**src/rtl/wb_pkg.sv**
```systemverilog
// Shared types for the Wishbone classic master port.
// Bus widths come from the ADDR_WIDTH/DATA_WIDTH macros of parameters.sv.
`ifndef ADDR_WIDTH
`define ADDR_WIDTH 8
`endif
`ifndef DATA_WIDTH
`define DATA_WIDTH 8
`endif

package wb_pkg;

  typedef enum logic [1:0] {
    WBM_IDLE = 2'd0,
    WBM_BUS  = 2'd1,
    WBM_DONE = 2'd2
  } wbm_state_t;

  typedef struct packed {
    logic                   we;
    logic [`ADDR_WIDTH-1:0] adr;
    logic [`DATA_WIDTH-1:0] dat;
  } wbm_cmd_t;

  localparam int WB_TIMEOUT_DEFAULT = 16;

endpackage

```
**src/rtl/wb_master_port_if.sv**
```systemverilog
// Command/response handshake plus Wishbone bus signals of the master port.
// master: the port's view; slave: the command source and bus slave side.
`ifndef ADDR_WIDTH
`define ADDR_WIDTH 8
`endif
`ifndef DATA_WIDTH
`define DATA_WIDTH 8
`endif

interface wb_master_port_if;

  logic                   cmd_valid_i;
  logic                   cmd_ready_o;
  logic                   cmd_we_i;
  logic [`ADDR_WIDTH-1:0] cmd_adr_i;
  logic [`DATA_WIDTH-1:0] cmd_dat_i;
  logic                   rsp_valid_o;
  logic [`DATA_WIDTH-1:0] rsp_dat_o;
  logic                   rsp_err_o;
  logic [`ADDR_WIDTH-1:0] adr_o;
  logic [`DATA_WIDTH-1:0] dat_o;
  logic                   we_o;
  logic                   cyc_o;
  logic                   stb_o;
  logic [`DATA_WIDTH-1:0] dat_i;
  logic                   ack_i;

  modport master (
    input  cmd_valid_i,
    output cmd_ready_o,
    input  cmd_we_i,
    input  cmd_adr_i,
    input  cmd_dat_i,
    output rsp_valid_o,
    output rsp_dat_o,
    output rsp_err_o,
    output adr_o,
    output dat_o,
    output we_o,
    output cyc_o,
    output stb_o,
    input  dat_i,
    input  ack_i
  );

  modport slave (
    output cmd_valid_i,
    input  cmd_ready_o,
    output cmd_we_i,
    output cmd_adr_i,
    output cmd_dat_i,
    input  rsp_valid_o,
    input  rsp_dat_o,
    input  rsp_err_o,
    input  adr_o,
    input  dat_o,
    input  we_o,
    input  cyc_o,
    input  stb_o,
    output dat_i,
    output ack_i
  );

endinterface

```
**src/rtl/wb_master_timer.sv**
```systemverilog
// Clearable saturating cycle counter for the bus-cycle timeout.
// expired marks the TIMEOUT_CYCLES-th enabled cycle since the last clear.
module wb_master_timer
  import wb_pkg::*;
#(
  parameter int TIMEOUT_CYCLES = WB_TIMEOUT_DEFAULT
) (
  input  logic clk_i,
  input  logic rst_i,
  input  logic clr,
  input  logic en,
  output logic expired
);

  localparam int W = $clog2(TIMEOUT_CYCLES + 1);
  localparam logic [W-1:0] MAX  = W'(TIMEOUT_CYCLES);
  localparam logic [W-1:0] LAST = W'(TIMEOUT_CYCLES - 1);

  logic [W-1:0] cnt_q;

  always_ff @(posedge clk_i or negedge rst_i) begin
    if (!rst_i) begin
      cnt_q <= '0;
    end else if (clr) begin
      cnt_q <= '0;
    end else if (en && cnt_q != MAX) begin
      cnt_q <= cnt_q + 1'b1;
    end
  end

  // cnt_q counts finished cycles, so the current one is number cnt_q+1
  assign expired = en && (cnt_q == LAST);

endmodule

```
**src/rtl/wb_master_port.sv**
```systemverilog
// Single-transaction Wishbone classic master with valid/ready commands.
// Define WB_MASTER_TIMEOUT_EN to abandon bus cycles after TIMEOUT_CYCLES.
module wb_master_port
  import wb_pkg::*;
#(
  parameter int TIMEOUT_CYCLES = WB_TIMEOUT_DEFAULT
) (
  input  logic            clk_i,
  input  logic            rst_i,
  wb_master_port_if.master bus
);

  wbm_state_t             state_q;
  wbm_state_t             state_d;
  wbm_cmd_t               cmd_q;
  logic                   ready_q;
  logic                   accept;
  logic                   expired;
  logic                   bus_end;
  logic [`DATA_WIDTH-1:0] rsp_dat_q;

  assign accept  = bus.cmd_valid_i && ready_q;
  assign bus_end = (state_q == WBM_BUS) && (bus.ack_i || expired);

`ifdef WB_MASTER_TIMEOUT_EN
  wb_master_timer #(
    .TIMEOUT_CYCLES(TIMEOUT_CYCLES)
  ) u_timer (
    .clk_i  (clk_i),
    .rst_i  (rst_i),
    .clr    (accept),
    .en     (state_q == WBM_BUS),
    .expired(expired)
  );

  logic rsp_err_q;

  always_ff @(posedge clk_i or negedge rst_i) begin
    if (!rst_i) begin
      rsp_err_q <= 1'b0;
    end else if (bus_end) begin
      rsp_err_q <= !bus.ack_i;
    end
  end

  assign bus.rsp_err_o = rsp_err_q;
`else
  assign expired       = 1'b0;
  assign bus.rsp_err_o = 1'b0;
`endif

  always_comb begin
    state_d = state_q;
    unique case (state_q)
      WBM_IDLE: if (accept) state_d = WBM_BUS;
      WBM_BUS:  if (bus_end) state_d = WBM_DONE;
      WBM_DONE: state_d = WBM_IDLE;
      default:  state_d = WBM_IDLE;
    endcase
  end

  always_ff @(posedge clk_i or negedge rst_i) begin
    if (!rst_i) begin
      state_q   <= WBM_IDLE;
      ready_q   <= 1'b0;
      cmd_q     <= '0;
      rsp_dat_q <= '0;
    end else begin
      state_q <= state_d;
      // registered so ready stays low through reset and rises one edge later
      ready_q <= (state_d == WBM_IDLE);
      if (accept) begin
        cmd_q <= '{
          we:  bus.cmd_we_i,
          adr: bus.cmd_adr_i,
          dat: bus.cmd_dat_i
        };
      end
      if (bus_end) begin
        rsp_dat_q <= bus.ack_i ? bus.dat_i : '0;
      end
    end
  end

  assign bus.cmd_ready_o = ready_q;
  assign bus.cyc_o       = (state_q == WBM_BUS);
  assign bus.stb_o       = (state_q == WBM_BUS);
  assign bus.rsp_valid_o = (state_q == WBM_DONE);
  assign bus.rsp_dat_o   = rsp_dat_q;
  assign bus.adr_o       = cmd_q.adr;
  assign bus.dat_o       = cmd_q.dat;
  assign bus.we_o        = cmd_q.we;

endmodule

```
**src/flat_wrapper.sv**
```systemverilog
// flat-port wrapper written by rule: the top's interface ports become plain ports
module wb_master_port_flat import wb_pkg::*;
#(
  parameter int TIMEOUT_CYCLES = WB_TIMEOUT_DEFAULT
)
  (clk_i, rst_i, bus_cmd_valid_i, bus_cmd_ready_o, bus_cmd_we_i, bus_cmd_adr_i, bus_cmd_dat_i, bus_rsp_valid_o, bus_rsp_dat_o, bus_rsp_err_o, bus_adr_o, bus_dat_o, bus_we_o, bus_cyc_o, bus_stb_o, bus_dat_i, bus_ack_i);
  wb_master_port_if bus_i ();
  input  logic clk_i;
  input  logic rst_i;
  input wire logic [$bits(bus_i.cmd_valid_i)-1:0] bus_cmd_valid_i;
  output wire logic [$bits(bus_i.cmd_ready_o)-1:0] bus_cmd_ready_o;
  input wire logic [$bits(bus_i.cmd_we_i)-1:0] bus_cmd_we_i;
  input wire logic [$bits(bus_i.cmd_adr_i)-1:0] bus_cmd_adr_i;
  input wire logic [$bits(bus_i.cmd_dat_i)-1:0] bus_cmd_dat_i;
  output wire logic [$bits(bus_i.rsp_valid_o)-1:0] bus_rsp_valid_o;
  output wire logic [$bits(bus_i.rsp_dat_o)-1:0] bus_rsp_dat_o;
  output wire logic [$bits(bus_i.rsp_err_o)-1:0] bus_rsp_err_o;
  output wire logic [$bits(bus_i.adr_o)-1:0] bus_adr_o;
  output wire logic [$bits(bus_i.dat_o)-1:0] bus_dat_o;
  output wire logic [$bits(bus_i.we_o)-1:0] bus_we_o;
  output wire logic [$bits(bus_i.cyc_o)-1:0] bus_cyc_o;
  output wire logic [$bits(bus_i.stb_o)-1:0] bus_stb_o;
  input wire logic [$bits(bus_i.dat_i)-1:0] bus_dat_i;
  input wire logic [$bits(bus_i.ack_i)-1:0] bus_ack_i;
  assign bus_i.cmd_valid_i = bus_cmd_valid_i;
  assign bus_cmd_ready_o = bus_i.cmd_ready_o;
  assign bus_i.cmd_we_i = bus_cmd_we_i;
  assign bus_i.cmd_adr_i = bus_cmd_adr_i;
  assign bus_i.cmd_dat_i = bus_cmd_dat_i;
  assign bus_rsp_valid_o = bus_i.rsp_valid_o;
  assign bus_rsp_dat_o = bus_i.rsp_dat_o;
  assign bus_rsp_err_o = bus_i.rsp_err_o;
  assign bus_adr_o = bus_i.adr_o;
  assign bus_dat_o = bus_i.dat_o;
  assign bus_we_o = bus_i.we_o;
  assign bus_cyc_o = bus_i.cyc_o;
  assign bus_stb_o = bus_i.stb_o;
  assign bus_i.dat_i = bus_dat_i;
  assign bus_i.ack_i = bus_ack_i;
  wb_master_port #(.TIMEOUT_CYCLES(TIMEOUT_CYCLES)) u_core (.clk_i(clk_i), .rst_i(rst_i), .bus(bus_i));
endmodule
```
**config.mk**
```make
export PLATFORM = sky130hd
export DESIGN_NAME = wb_master_port_flat
export DESIGN_NICKNAME = d
export VERILOG_FILES = /design/src/rtl/wb_pkg.sv /design/src/rtl/wb_master_port_if.sv /design/src/rtl/wb_master_timer.sv /design/src/rtl/wb_master_port.sv /design/src/flat_wrapper.sv
export SDC_FILE = /design/constraint.sdc
export NUM_CORES = 1
export LEC_CHECK = 0
export ABC_CLOCK_PERIOD_IN_PS = 1400
export CAP_MARGIN = 20
export CELL_PAD_IN_SITES_DETAIL_PLACEMENT = 1
export CELL_PAD_IN_SITES_GLOBAL_PLACEMENT = 2
export CORE_ASPECT_RATIO = 0.7
export CORE_MARGIN = 2
export CORE_UTILIZATION = 25
export DETAILED_ROUTE_END_ITERATION = 6
export GPL_TIMING_DRIVEN = 1
export PLACE_DENSITY_LB_ADDON = 0.1
export SLEW_MARGIN = 20
export SYNTH_ARGS = -nofsm -noshare
export SYNTH_HDL_FRONTEND = slang
export SYNTH_SLANG_ARGS = --single-unit
```
**constraint.sdc**
```tcl
create_clock -name clk_i -period 1.4 [get_ports clk_i]
set_input_delay 0.35 -clock clk_i [delete_from_list [all_inputs] [get_ports clk_i]]
set_output_delay 0.35 -clock clk_i [all_outputs]
set_load 0.01 [all_outputs]
```
-- After elaboration in Yosys (flattened, before gate mapping)
Cells that the tools add are included.
W data, S select, Z words.
- flip-flop bits (word level): 28
- bits in latches: 0
- RAM bits: 0
- ROM bits: 0
- output and inout bits: 30
- logic and storage cells: 16
- memories kept: 0
- add/subtract/negate cells: 0
- multipliers: 0
- divide/modulo/power cells: 0
- $lt $le $gt $ge: 0
- equal/unequal tests: 2
- shift operators: 0
- muxes and demuxes: 4
- bitwise gates (word level): 0
- reductions and logical operators: 4
- operators with widths (kind ; number):
    $mux W8 ; 1
    $logic_not A2 Y1 ; 2
    $mux W2 ; 2
    $pmux W2 S2 ; 1
    $eq A2 B1 Y1 const B ; 1
    $eq A2 B2 Y1 const B ; 1
    $logic_and A1 B1 Y1 ; 2

-- Depth between registers and ports, before layout
Gate-level depths: netlist of the first run.
- word-level depth: 5
- mapped depth: 3
- gate-level depth less buffers: 2

-- Worst setup path before layout of the first run
Ideal clock, no wire load.
- path kind: reg2out
- start: reg u_core.state_q[0]
- end: out bus_stb_o
- arrival: 859 ps
- required time: 1050 ps
- path slack: 191 ps
- cell stages (with the launch flop): 3
- cell sequence: dfrtp_1 nor2b_1 buf_4
- cells in the longest elaborated chain, start to end: 1
- RTL lines (item ; RTL line ; source):
    from (decl) ; wb_master_port.sv:13 ; wbm_state_t state_q;
    from (signal assigned) ; wb_master_port.sv:69 ; state_q <= state_d;
    $eq A2 B1 Y1 ; -- ;
    to (decl) ; flat_wrapper.sv:22 ; output wire logic [$bits(bus_i.stb_o)-1:0] bus_stb_o;
No other way between the ends.

-- Worst setup path after layout of the first run
- start: reg u_core.state_q[1]
- end: out bus_rsp_valid_o
- cells in the longest elaborated chain, start to end: 1
- RTL lines (item ; RTL line ; source):
    $eq A2 B2 Y1 ; wb_master_port.sv:88 ; assign bus.rsp_valid_o = (state_q == WBM_DONE);
    to (decl) ; flat_wrapper.sv:15 ; output wire logic [$bits(bus_i.rsp_valid_o)-1:0] bus_rsp_valid_o;
No other way between the ends.

==> results of run 1 <==
==> area by class of cell <==
type	instances	area, sq um	area share, %
Sequential cell	28	701	38.6
Timing Repair Buffer	63	581	32.0
Multi-Input combinational cell	35	404	22.3
Tap cell	55	68.8	3.80
Clock buffer	4	55.1	3.04
Inverter	1	3.75	0.207
==> synth_stat cells <==
cell and instances:
nand3b_1 1, nor2b_1 2, or2_2 1, nand2b_1 1, dfrtp_1 28, buf_4 2, inv_1 1, buf_12 1
mux2_4 10, conb_1 1, nand3b_4 1, a21oi_1 2, nand2_4 1, mux2_2 15
==> power by group <==
part	leakage, nW	internal (mW)	total (mW)	switching (mW)
Sequential	0.330	1.21	1.41	0.203
Clock	0.0288	0.251	0.490	0.239
Combinational	0.504	0.986	1.63	0.643
==> state kept, by name, indices dropped and copies added (netlist names) <==
register and flops:
u_core.bus.cmd_ready_o 1, u_core.state_q 2, u_core.bus.we_o 1, u_core.bus.rsp_dat_o 8, u_core.bus.dat_o 8, u_core.bus.adr_o 8
==> per-layer routing <==
metal  up-vias  part of all wire (%)  track usage (%)
met5         -                     0                0
met4         0                  0.42             2.04
met3         2                   9.7             4.35
met2        32                    46             15.9
met1       366                    44             12.4
li1        352                     -                -
==> kinds of logic after synthesis <==
logic type	count (synthesis)	share of synthesized area, %
AOI/OAI and AO/OA	2	0.881
buffers and inverters	4	3.41
DFF	28	61.7
muxes	25	28.1
other	1	0.330
and+or+nand+nor	7	5.62
==> worst paths after layout <==
check,endpoint,cells after the start
worst max-delay path,bus_rsp_valid_o,2
worst min-delay path,u_core.bus.dat_o[2],2
worst max register to register,u_core.bus.adr_o[1],3
worst min register to register,u_core.bus.rsp_dat_o[3],1
max in group asynchronous,u_core.state_q[1],2
min in group clk_i,u_core.bus.rsp_dat_o[3],1
==> run_results.csv, run 1 <==
group,metric,value,unit
logic_synthesis,synth_area,0.00114,sq mm
timing,timing.setup.tns,0,ns
detailed_routing,vias,752,
pwr,leakage,0.863,nW
pwr,power.density,1950,mW/mm^2
global_route,grtUsageTotal,9.78,%
placed_design,placed_area,0.00180,sq mm
global_route,grt_pass1_vias,823,
clock_tree,cts_tree,"built",
clock_tree,postCtsResizedCells,38,
timing,fin_skew,0.00747,ns
die,core_area,0.00435,sq mm
logic_synthesis,yosys-top-cells-area,"dfrtp_1 62%, mux2_2 15%, mux2_4 13%",
worst_setup_path,startpoint_type,"flop",
worst_setup_path,path_max_fanout,3,
worst_setup_path,critPathTopFamily,"flip-flops",
worst_setup_path,cp-end-kind,"output port",
cells_and_area,final_cells,186,
logic_synthesis,yosysUniqueCellTypes,14,
timing,fmax,0.762,GHz
status,status,"finished clean",
clock_tree,postCtsHoldBufs,0,
worst_setup_path,timing.rr.start,"u_core.bus.cmd_ready_o",
timing,post-route-period-util,93.8,%
die,fp-row-count,20,
placed_design,gp_congestion,0.645,
detailed_routing,dr.pass1.iters,2,
timing,holdWs,0.428,ns
logic_synthesis,synth_top_area_share,61.7,%
cells_and_area,final_cell_area,0.00181,sq mm
die,start_util,26.1,%
pwr,fin_total_pwr,3.53,mW
detailed_routing,ant_nets,0,
placed_design,dp.cells,182,
run,cap_violations,0,
cells_and_area,syn_to_final_growth,59.6,%
detailed_routing,route.detailed.drc,0,
placed_design,dp_hpwl,1810,microns
worst_setup_path,crit_start,"u_core.state_q[1]",
worst_setup_path,path_buf_inv,1,
worst_setup_path,reg2reg_slack,0.16,ns
logic_synthesis,ys_seq_elements,28,
cells_and_area,drive_above_1_share,32.1,%
timing,rsz0062_at_grt,"false",
clock_tree,cts_sinks,28,
clock_tree,clk_pin_slew,0.09,ns
worst_setup_path,crit_chain,"nor2b_1, buf_2",
placed_design,post-place-ws,-0.207,ns
worst_setup_path,cp.arrival,0.96,ns
worst_setup_path,cp.required,1.05,ns
timing,fin_crit,1.31,ns
global_route,grt_max_degree,29,
die,die_area,0.00511,sq mm
timing,report.final.hold_viol_count,0,
worst_setup_path,cpPeakStageDelay,0.42,ns
cells_and_area,final_cell_mix,"28 x clkdlybuf4s50_1, 28 x dfrtp_1, 26 x dlygate4sd2_1",
cells_and_area,nets,161,
die,io_pins,59,
global_route,grt_first_pass_wirelength,3930,microns
global_route,antenna_found_initial,0,
logic_synthesis,yosysTopAreaCell,"dfrtp_1",
die,die_h,60.4,microns
clock_tree,htreeDepth,1,
timing,slew_viol_final,0,
cells_and_area,fillers,470,
cells_and_area,antennaDiodeCount,0,
timing,setup_viol,0,
clock_tree,root_buffer,"clkbuf_8",
detailed_routing,via_per_inst,4.04,
timing,setup_ws,0.0871,ns
detailed_routing,post_drt_wl_per_cell,12.8,microns
logic_synthesis,synthesis.nets,96,
worst_hold_path,hp-class,"in -> async",
worst_setup_path,slowest_stage,"dfrtp_1",
detailed_routing,first_iter_violations,28,
worst_setup_path,critPathKind,"reg -> out",
logic_synthesis,ys_warn_count,0,
detailed_routing,drt-total-wl,2380,microns
clock_tree,postCtsSetupBuffers,0,
cells_and_area,final_core_util,41.6,%
global_route,grt_overflow,0,
placed_design,io_buffers,57,
logic_synthesis,netlist_instances,67,
clock_tree,cts_made_buffers,3,
die,die_x,84.6,microns
logic_synthesis,synth.avg_cell_area,17.0,sq um
logic_synthesis,ys_seq_area_share,61.7,%
clock_tree,clk_latency,0.27,ns
clock_tree,cts.path.max_buffers,2,
pwr,vdd_ir_drop_max,743,uV
No activity file was read; power rests on OpenSTA's default activity.
==> run 2, diff against run 1 <==
- CTS_CLUSTER_SIZE: not set -> 8
==> results of run 2 <==
No change in the layout: final DEF, timing and power equal those of run 1.
==> run 3, diff against run 2 <==
- ABC_CLOCK_PERIOD_IN_PS: 1400 -> 1550
- CORE_ASPECT_RATIO: 0.7 -> 0.8
- CORE_UTILIZATION: 25 -> 26
- clock period: 1.4 -> 1.55 ns (I/O delays scaled with it)
==> run 3 against run 2 <==
Effect of this change:
- clock-buffer cell count fell by 1
- highest routed layer unchanged
- worst setup slack got worse by 0.020 ns
- routed wire length rose by 6.2%
- first-iteration DRC count fell by 82%
- clock skew fell by 0.0050 ns
- power fell by 11%
- critical endpoint unchanged
==> run_results.csv, run 3 (synthesis gave the netlist of run 1 again) <==
group,metric,value,unit
global_route,antenna_found_initial,0,
die,fp-row-count,21,
worst_setup_path,cp.arrival,1.10,ns
timing,report.final.hold_viol_count,0,
placed_design,io_buffers,57,
timing,fmax,0.674,GHz
clock_tree,htreeDepth,1,
global_route,busiest_layer,"met2",
placed_design,post-place-ws,-0.123,ns
global_route,grt_first_pass_wirelength,4260,microns
timing,setup_ws,0.0673,ns
clock_tree,cts_made_buffers,3,
cells_and_area,final_cell_mix,"28 x clkdlybuf4s50_1, 28 x dfrtp_1, 24 x dlygate4sd2_1",
cells_and_area,nets,159,
placed_design,dp_hpwl,1910,microns
cells_and_area,final_core_util,43.1,%
cells_and_area,syn_to_final_growth,59.5,%
global_route,met3_usage,4.30,%
detailed_routing,drt-total-wl,2530,microns
worst_setup_path,cp.required,1.16,ns
timing,holdWs,0.471,ns
placed_design,gp_congestion,0.679,
pwr,fin_total_pwr,3.15,mW
clock_tree,cts_tree,"built",
timing,slew_viol_final,0,
timing,fin_crit,1.48,ns
die,die_x,77.9,microns
detailed_routing,post_drt_wl_per_cell,13.7,microns
clock_tree,postCtsHoldBufs,0,
die,io_pins,59,
global_route,grt_max_degree,29,
die,die_h,63.1,microns
clock_tree,cts_sinks,28,
clock_tree,cts.path.max_buffers,2,
clock_tree,root_buffer,"clkbuf_8",
die,start_util,27.0,%
die,core_area,0.00420,sq mm
worst_setup_path,critPathKind,"reg -> out",
timing,setup_viol,0,
die,die_area,0.00492,sq mm
pwr,vdd_ir_drop_max,674,uV
global_route,grt_pass1_vias,878,
placed_design,dp.cells,181,
global_route,gr-usage-met2,18.6,%
timing,post-route-period-util,95.7,%
timing,rsz0062_at_grt,"false",
detailed_routing,route.detailed.drc,0,
clock_tree,clk_latency,0.27,ns
timing,fin_skew,0.00249,ns
cells_and_area,antennaDiodeCount,0,
global_route,grt_overflow,0,
pwr,leakage,0.872,nW
worst_setup_path,startpoint_type,"flop",
worst_setup_path,timing.rr.start,"u_core.bus.cmd_ready_o",
worst_hold_path,hp-class,"in -> async",
detailed_routing,first_iter_violations,5,
pwr,power.density,1740,mW/mm^2
status,status,"finished clean",
cells_and_area,drive_above_1_share,28.1,%
clock_tree,clk_pin_slew,0.09,ns
worst_setup_path,path_max_fanout,3,
detailed_routing,ant_nets,0,
worst_setup_path,cp-end-kind,"output port",
run,cap_violations,0,
worst_setup_path,crit_start,"u_core.state_q[1]",
detailed_routing,vias,761,
cells_and_area,final_cells,185,
detailed_routing,dr.pass1.iters,3,
global_route,grtUsageTotal,11.0,%
detailed_routing,via_per_inst,4.11,
global_route,met1_usage,13.2,%
## run 3: changes by cell type in the layout (fill, tap and decap cells not counted), sizes merged
cell	before	now
dlygate4sd2	26	24
buf	9	4
clkbuf	4	3
dlymetal6s2s	0	3
clkdlybuf4s15	0	2
## run 3: final timing paths
check	to	slack, ns	cells after the start
worst max register to register	u_core.bus.adr_o[7]	0.31	3
worst min-delay path	u_core.bus.dat_o[3]	0.47	2
worst min register to register	u_core.bus.rsp_dat_o[1]	0.50	1
min in group clk_i	u_core.bus.rsp_dat_o[1]	0.50	1
worst max-delay path	bus_rsp_valid_o	0.07	2
max in group asynchronous	u_core.bus.adr_o[1]	0.92	2
## run 3: repair_timing
action | CTS | global route
gates cloned | 0 | 0
setup endpoints to repair | 26 | 5
setup buffers | 1 | 0
resized for setup | 26 | 7
## run 3: area by class of cell
class,instances,area (sq um)
clock buffer,3,41.3
fill,437,2390
inverter,1,3.75
multi-input combinational,35,404
sequential,28,701
tap,57,71.3
timing repair buffer,61,591
## run 3: per-layer routing
| metal | up-vias | wire length (microns) |
|---|---|---|
| met2 | 28 | 1280 |
| met1 | 381 | 1050 |
| li1 | 350 | - |
| met5 | - | 0 |
| met3 | 2 | 184 |
| met4 | 0 | 16 |
## run 3: where the power goes
part	internal, mW	switching, mW	total [mW]
Combinational	0.912	0.586	1.50
Sequential	1.09	0.182	1.28
Clock	0.174	0.208	0.382
## run 3: stage by stage
stage          setup TNS (ns)  instance area (sq um)
2_1_floorplan               0                   1140
3_3_place_gp            -1.37                   1780
3_5_place_dp            -1.66                   1780
4_1_cts                     0                   1790
5_1_grt                     0                   1810
6_report                    0                   1810
## run 3: worst max-delay path, cell delays in order (launching register included)
cell and delay [ns]:
dfrtp_1 0.41, nor2b_1 0.17, clkdlybuf4s15_1 0.25
